<file path="src/rtl/regfile_mp.sv">
`timescale 1ns/1ps
// ---------------------------------------------------------------------------
// regfile_mp -- multi-read-port general-purpose register file
//
// Register 0 is hard-wired to zero. A write to it is rejected and flagged on
// err_zero. A clear sequencer walks r1..r(DEPTH-1) and zeroes one register
// per clock edge. While that sweep runs, writes are dropped and flagged on
// wr_drop.
//
// Optional feature macro: REGFILE_BYPASS_EN
//   When it is defined, a write that the array will accept this cycle is
//   forwarded combinationally to every read port addressing the same
//   register.
//
// Ports:
//   clk       rising-edge clock
//   rst_n     asynchronous active-low reset (zeroes array, aborts any sweep)
//   we        write enable
//   waddr     write address
//   wdata     write data
//   raddr     packed read addresses, port k = raddr[k*AW +: AW]
//   rdata     packed read data,      port k = rdata[k*DATA_WIDTH +: DATA_WIDTH]
//   clr_req   start a clear sweep (level, sampled each edge while idle)
//   clr_busy  clear sweep in progress
//   err_zero  one-cycle pulse: write to address 0 attempted
//   wr_drop   one-cycle pulse: write discarded because a sweep was running
// ---------------------------------------------------------------------------
module regfile_mp #(
    parameter int DATA_WIDTH = 32,
    parameter int DEPTH      = 32,
    parameter int NUM_RD     = 2,
    localparam int AW        = $clog2(DEPTH)
) (
    input  logic                         clk,
    input  logic                         rst_n,
    input  logic                         we,
    input  logic [AW-1:0]                waddr,
    input  logic [DATA_WIDTH-1:0]        wdata,
    input  logic [NUM_RD*AW-1:0]         raddr,
    output logic [NUM_RD*DATA_WIDTH-1:0] rdata,
    input  logic                         clr_req,
    output logic                         clr_busy,
    output logic                         err_zero,
    output logic                         wr_drop
);

    typedef enum logic {
        IDLE  = 1'b0,
        CLEAR = 1'b1
    } state_t;

    state_t                state, state_nxt;
    logic [AW-1:0]         idx, idx_nxt;
    logic [DATA_WIDTH-1:0] mem [DEPTH];

    logic waddr_zero;
    logic wr_accept;
    logic err_zero_nxt;
    logic wr_drop_nxt;

    assign waddr_zero = (waddr == '0);
    assign wr_accept  = we && !waddr_zero && (state == IDLE);

    // A dropped write that also targets r0 reports only err_zero.
    assign err_zero_nxt = we && waddr_zero;
    assign wr_drop_nxt  = we && !waddr_zero && (state == CLEAR);

    assign clr_busy = (state == CLEAR);

    // Clear sequencer: the state register and the sweep index.
    always_ff @(posedge clk or negedge rst_n) begin
        if (!rst_n) begin
            state <= IDLE;
            idx   <= '0;
        end else begin
            state <= state_nxt;
            idx   <= idx_nxt;
        end
    end

    always_comb begin
        state_nxt = state;
        idx_nxt   = idx;
        case (state)
            IDLE: begin
                if (clr_req) begin
                    state_nxt = CLEAR;
                    idx_nxt   = AW'(1);  // r0 is already zero, so the sweep starts at r1
                end
            end
            CLEAR: begin
                if (idx == AW'(DEPTH - 1)) begin
                    state_nxt = IDLE;
                    idx_nxt   = '0;
                end else begin
                    idx_nxt   = idx + AW'(1);
                end
            end
            default: begin
                state_nxt = IDLE;
                idx_nxt   = '0;
            end
        endcase
    end

    // Error and drop flags: registered, so each pulse lasts one cycle per offending edge.
    always_ff @(posedge clk or negedge rst_n) begin
        if (!rst_n) begin
            err_zero <= 1'b0;
            wr_drop  <= 1'b0;
        end else begin
            err_zero <= err_zero_nxt;
            wr_drop  <= wr_drop_nxt;
        end
    end

    // Storage. Accepted writes happen only in IDLE and sweep writes happen
    // only in CLEAR, so the two never collide.
    always_ff @(posedge clk or negedge rst_n) begin
        if (!rst_n) begin
            for (int i = 0; i < DEPTH; i++) begin
                mem[i] <= '0;
            end
        end else if (wr_accept) begin
            mem[waddr] <= wdata;
        end else if (state == CLEAR) begin
            mem[idx] <= '0;
        end
    end

    // Combinational read ports. Address 0 always reads zero.
    always_comb begin
        rdata = '0;
        for (int k = 0; k < NUM_RD; k++) begin
            if (raddr[k*AW +: AW] != '0) begin
                rdata[k*DATA_WIDTH +: DATA_WIDTH] = mem[raddr[k*AW +: AW]];
            end
`ifdef REGFILE_BYPASS_EN
            // wr_accept already excludes r0 and writes dropped during a sweep.
            if (wr_accept && (raddr[k*AW +: AW] == waddr)) begin
                rdata[k*DATA_WIDTH +: DATA_WIDTH] = wdata;
            end
`endif
        end
    end

endmodule

</file>
<file path="config.mk">
export PLATFORM = sky130hd
export DESIGN_NAME = regfile_mp
export DESIGN_NICKNAME = d
export VERILOG_FILES = /design/src/rtl/regfile_mp.sv
export SDC_FILE = /design/constraint.sdc
export NUM_CORES = 2
export LEC_CHECK = 0
export ABC_CLOCK_PERIOD_IN_PS = 4600
export CORE_ASPECT_RATIO = 1.4
export CORE_MARGIN = 2
export CORE_UTILIZATION = 45
export CTS_BUF_LIST = sky130_fd_sc_hd__clkbuf_16
export CTS_CLUSTER_DIAMETER = 40
export DETAILED_ROUTE_END_ITERATION = 10
export GPL_TIMING_DRIVEN = 0
export SLEW_MARGIN = 10
export SYNTH_ARGS = -nofsm -noshare
export SYNTH_HDL_FRONTEND = slang
export SYNTH_SLANG_ARGS = --single-unit
</file>
<file path="constraint.sdc">
create_clock -name clk -period 4.6 [get_ports clk]
set_clock_uncertainty 0.15 [all_clocks]
set_input_delay 0.46 -clock clk [delete_from_list [all_inputs] [get_ports clk]]
set_output_delay 0.46 -clock clk [all_outputs]
set_load 0.02 [all_outputs]
</file>
==> qor.yml <==
sta:
  drv_slew: 0
  setup_viol: 27
  hold_violations: 0
  setup_slack_ns: -0.167
  worst-slew-pin-transition_ns: 1.49
  max_clock_freq_ghz: 0.210
  post-route-period-util: 1.04
  layout_min_cycle_time_ns: 4.77
  slew_headroom: 0.00603
logic_synthesis:
  async_reset_ff_frac: 1.00
  synth.distinct_cells: 46
  synth_edf_count: 0
  synth_flop_cell: "dfrtp_1"
  seq_area_frac_synth: 0.487
  syn_avg_cell_area_sq_um: 13.9
  synth_seq_cells: 1032
  syn_nets: 3863
  synth_warnings: 0
  syn_area_sq_mm: 0.0531
  synthCells: 3806
floorplan:
  die_w_microns: 294
  core_area_sq_mm: 0.117
  chipHeight_microns: 410
  rows: 149
  io_pins: 118
  die_area_sq_mm: 0.121
  start_util: 0.452
setup_path:
  worstPathArrival_ns: 4.16
  path_class: "input port to output pin"
  cp.required_ns: 3.99
  crit_start: "raddr[8]"
  cp-end-kind: "output pin"
  reg2reg_from: "clr_busy"
  crit_path_max_fanout: 10
  cp-start-kind: "input port"
  reg2regPathDepth: 6
grt:
  grt.overflow.total: 0
  grtUsageMet2: 0.618
  grt_max_degree: 161
  grt_pass1_wl_mm: 354
  gr-usage-all-layers: 0.428
  grt_most_used_layer: "met2"
  globalRouteMet1Util: 0.508
  grt_util_met3: 0.154
  first_global_vias: 43456
  antenna_found_initial: 15
outcome:
  status: "finished, violations left"
  failed_checks: "capacitance limit, setup timing"
drt:
  viasPerCell: 7.66
  final_antenna_net_count: 0
  wl_per_cell_microns: 45.2
  drtPass1Iterations: 6
  wirelength_mm: 257
  drtIter0Drc: 6625
  drc: 0
  vias: 43566
placement:
  gp_congestion: 1.04
  port_buffers: 106
  dp_cells: 5430
  dpl_worst_slack_ns: -1.04
  hpwl_mm: 184
cells_and_area:
  area_growth_pct: 16.1
  final_util: 0.525
  layout.cells.most_common_list: "1,032 x dfrtp_1, 992 x a22o_1, 448 x mux4_2, 296 x clkbuf_1, 148 x clkbuf_16"
  final_common_cell: "dfrtp_1"
  finalNetCount: 4120
  drive_above_1_share: 0.248
  finalNonFillerCells: 5691
clocking:
  clock_latency_ns: 0.79
  clock-sinks: 1032
  cts_max_path_buffers: 3
  cts_root_buffer: "clkbuf_16"
  cts_setup_buffers: 0
  htreeDepth: 4
  cts_tree: "done"
  cts_buffers: 140
  cts.clk_slew.worst_paths_ns: 0.06
power:
  powerDensity_mw_per_mm2: 436
  ir_drop_mv: 0.349
  power_mw: 26.9
  p_leak_nw: 26.8
min_path:
  holdPathStages: 3
  min_from: "waddr[4]"
  hp-class: "input port to flip-flop"
job:
  cap_violations: 1
where the power goes:
part           switching [mW]  internal [mW]
Sequential              0.660           9.83
Clock                    4.72           6.70
Combinational            3.17           1.77
Total                    8.55           18.3
stage by stage:
stage / TNS (ns) / hold slack [ns] / cell area (sq um)
global route: -0.0455 / 0.183 / 61600
floorplan: 0 / 0.0144 / 53100
detailed placement: -44.67 / 0.115 / 56300
finish: -2.27 / 0.186 / 61700
global placement: - / 0.332 / 56000
CTS: -0.00907 / 0.117 / 61400
final cells by class:
class / instances / area, sq um
multi-input combinational: 2268 / 25600
sequential: 1032 / 25800
buffer: 500 / 2240
antenna: 6 / 15.0
fill: 9998 / 55800
clock inverter: 106 / 1060
tap: 1510 / 1890
inverter: 5 / 18.8
timing repair buffer: 116 / 1310
clock buffer: 148 / 3700
cells by family (layout without fill, tap and decap cells):
kind of cell,after synthesis,in the layout,synth area share
AOI/OAI and AO/OA,1399,1399,0.219
DFF,1032,1032,0.487
muxes,640,640,0.228
buffers and inverters,506,875,0.0402
and+or+nand+nor,221,221,0.0247
adders and majority gates,6,6,0.00141
xor gates and xnor gates,2,2,0.000330
other,0,6,0
final timing paths:
| check | end | slack (ns) |
|---|---|---|
| worst max-delay path | rdata[58] | -0.17 |
| worst min-delay path | wr_drop | 0.19 |
| worst max register to register | mem[944] | 0.92 |
| worst min register to register | mem[1003] | 0.36 |
| max in group asynchronous | mem[842] | 2.08 |
| min in group asynchronous | mem[155] | 0.24 |
Yosys cell counts, types with 7 or more instances:
master | count | area share
nor2_1 | 29 | 0.0021
clkbuf_1 | 351 | 0.025
mux4_2 | 448 | 0.19
nor2b_1 | 72 | 0.0085
buf_2 | 133 | 0.013
a221oi_1 | 48 | 0.0079
a21oi_1 | 14 | 0.0013
a22o_1 | 992 | 0.16
nand2_1 | 40 | 0.0028
nor3_4 | 8 | 0.0025
o2111ai_1 | 16 | 0.0026
a211oi_1 | 64 | 0.0091
a31oi_1 | 10 | 0.0012
mux2_2 | 64 | 0.014
a311oi_1 | 64 | 0.011
and2_1 | 35 | 0.0041
mux2i_1 | 128 | 0.024
nor2_2 | 7 | 0.00082
a22oi_1 | 64 | 0.0091
dfrtp_1 | 1032 | 0.49
o21ai_0 | 114 | 0.011
sequential cells by signal (all words and copies together), names as in the netlist:
register  cells
idx           5
clr_busy      1
mem        1024
err_zero      1
wr_drop       1
timing repair:
item	CTS	global route
cloned	0	0
endpoints found under the hold margin	305	0
gates resized for setup	102	37
pin swaps	0	4
hold buffers	2	0
setup endpoints to repair	64	37
metal layers:
metal,up-vias,share of wire
met1,22661,0.34
met2,3674,0.43
met3,1108,0.12
met5,-,0.00034
li1,16107,-
met4,16,0.10
critical path: stages:
cell and delay, ns:
clkdlybuf4s50_1 0.49, clkbuf_2 0.28, nand2b_1 0.42, clkbuf_1 0.80, o21ai_0 0.40, a311oi_1 0.56
clkdlybuf4s50_1 0.74
No activity file was read; power rests on OpenSTA's default activity.
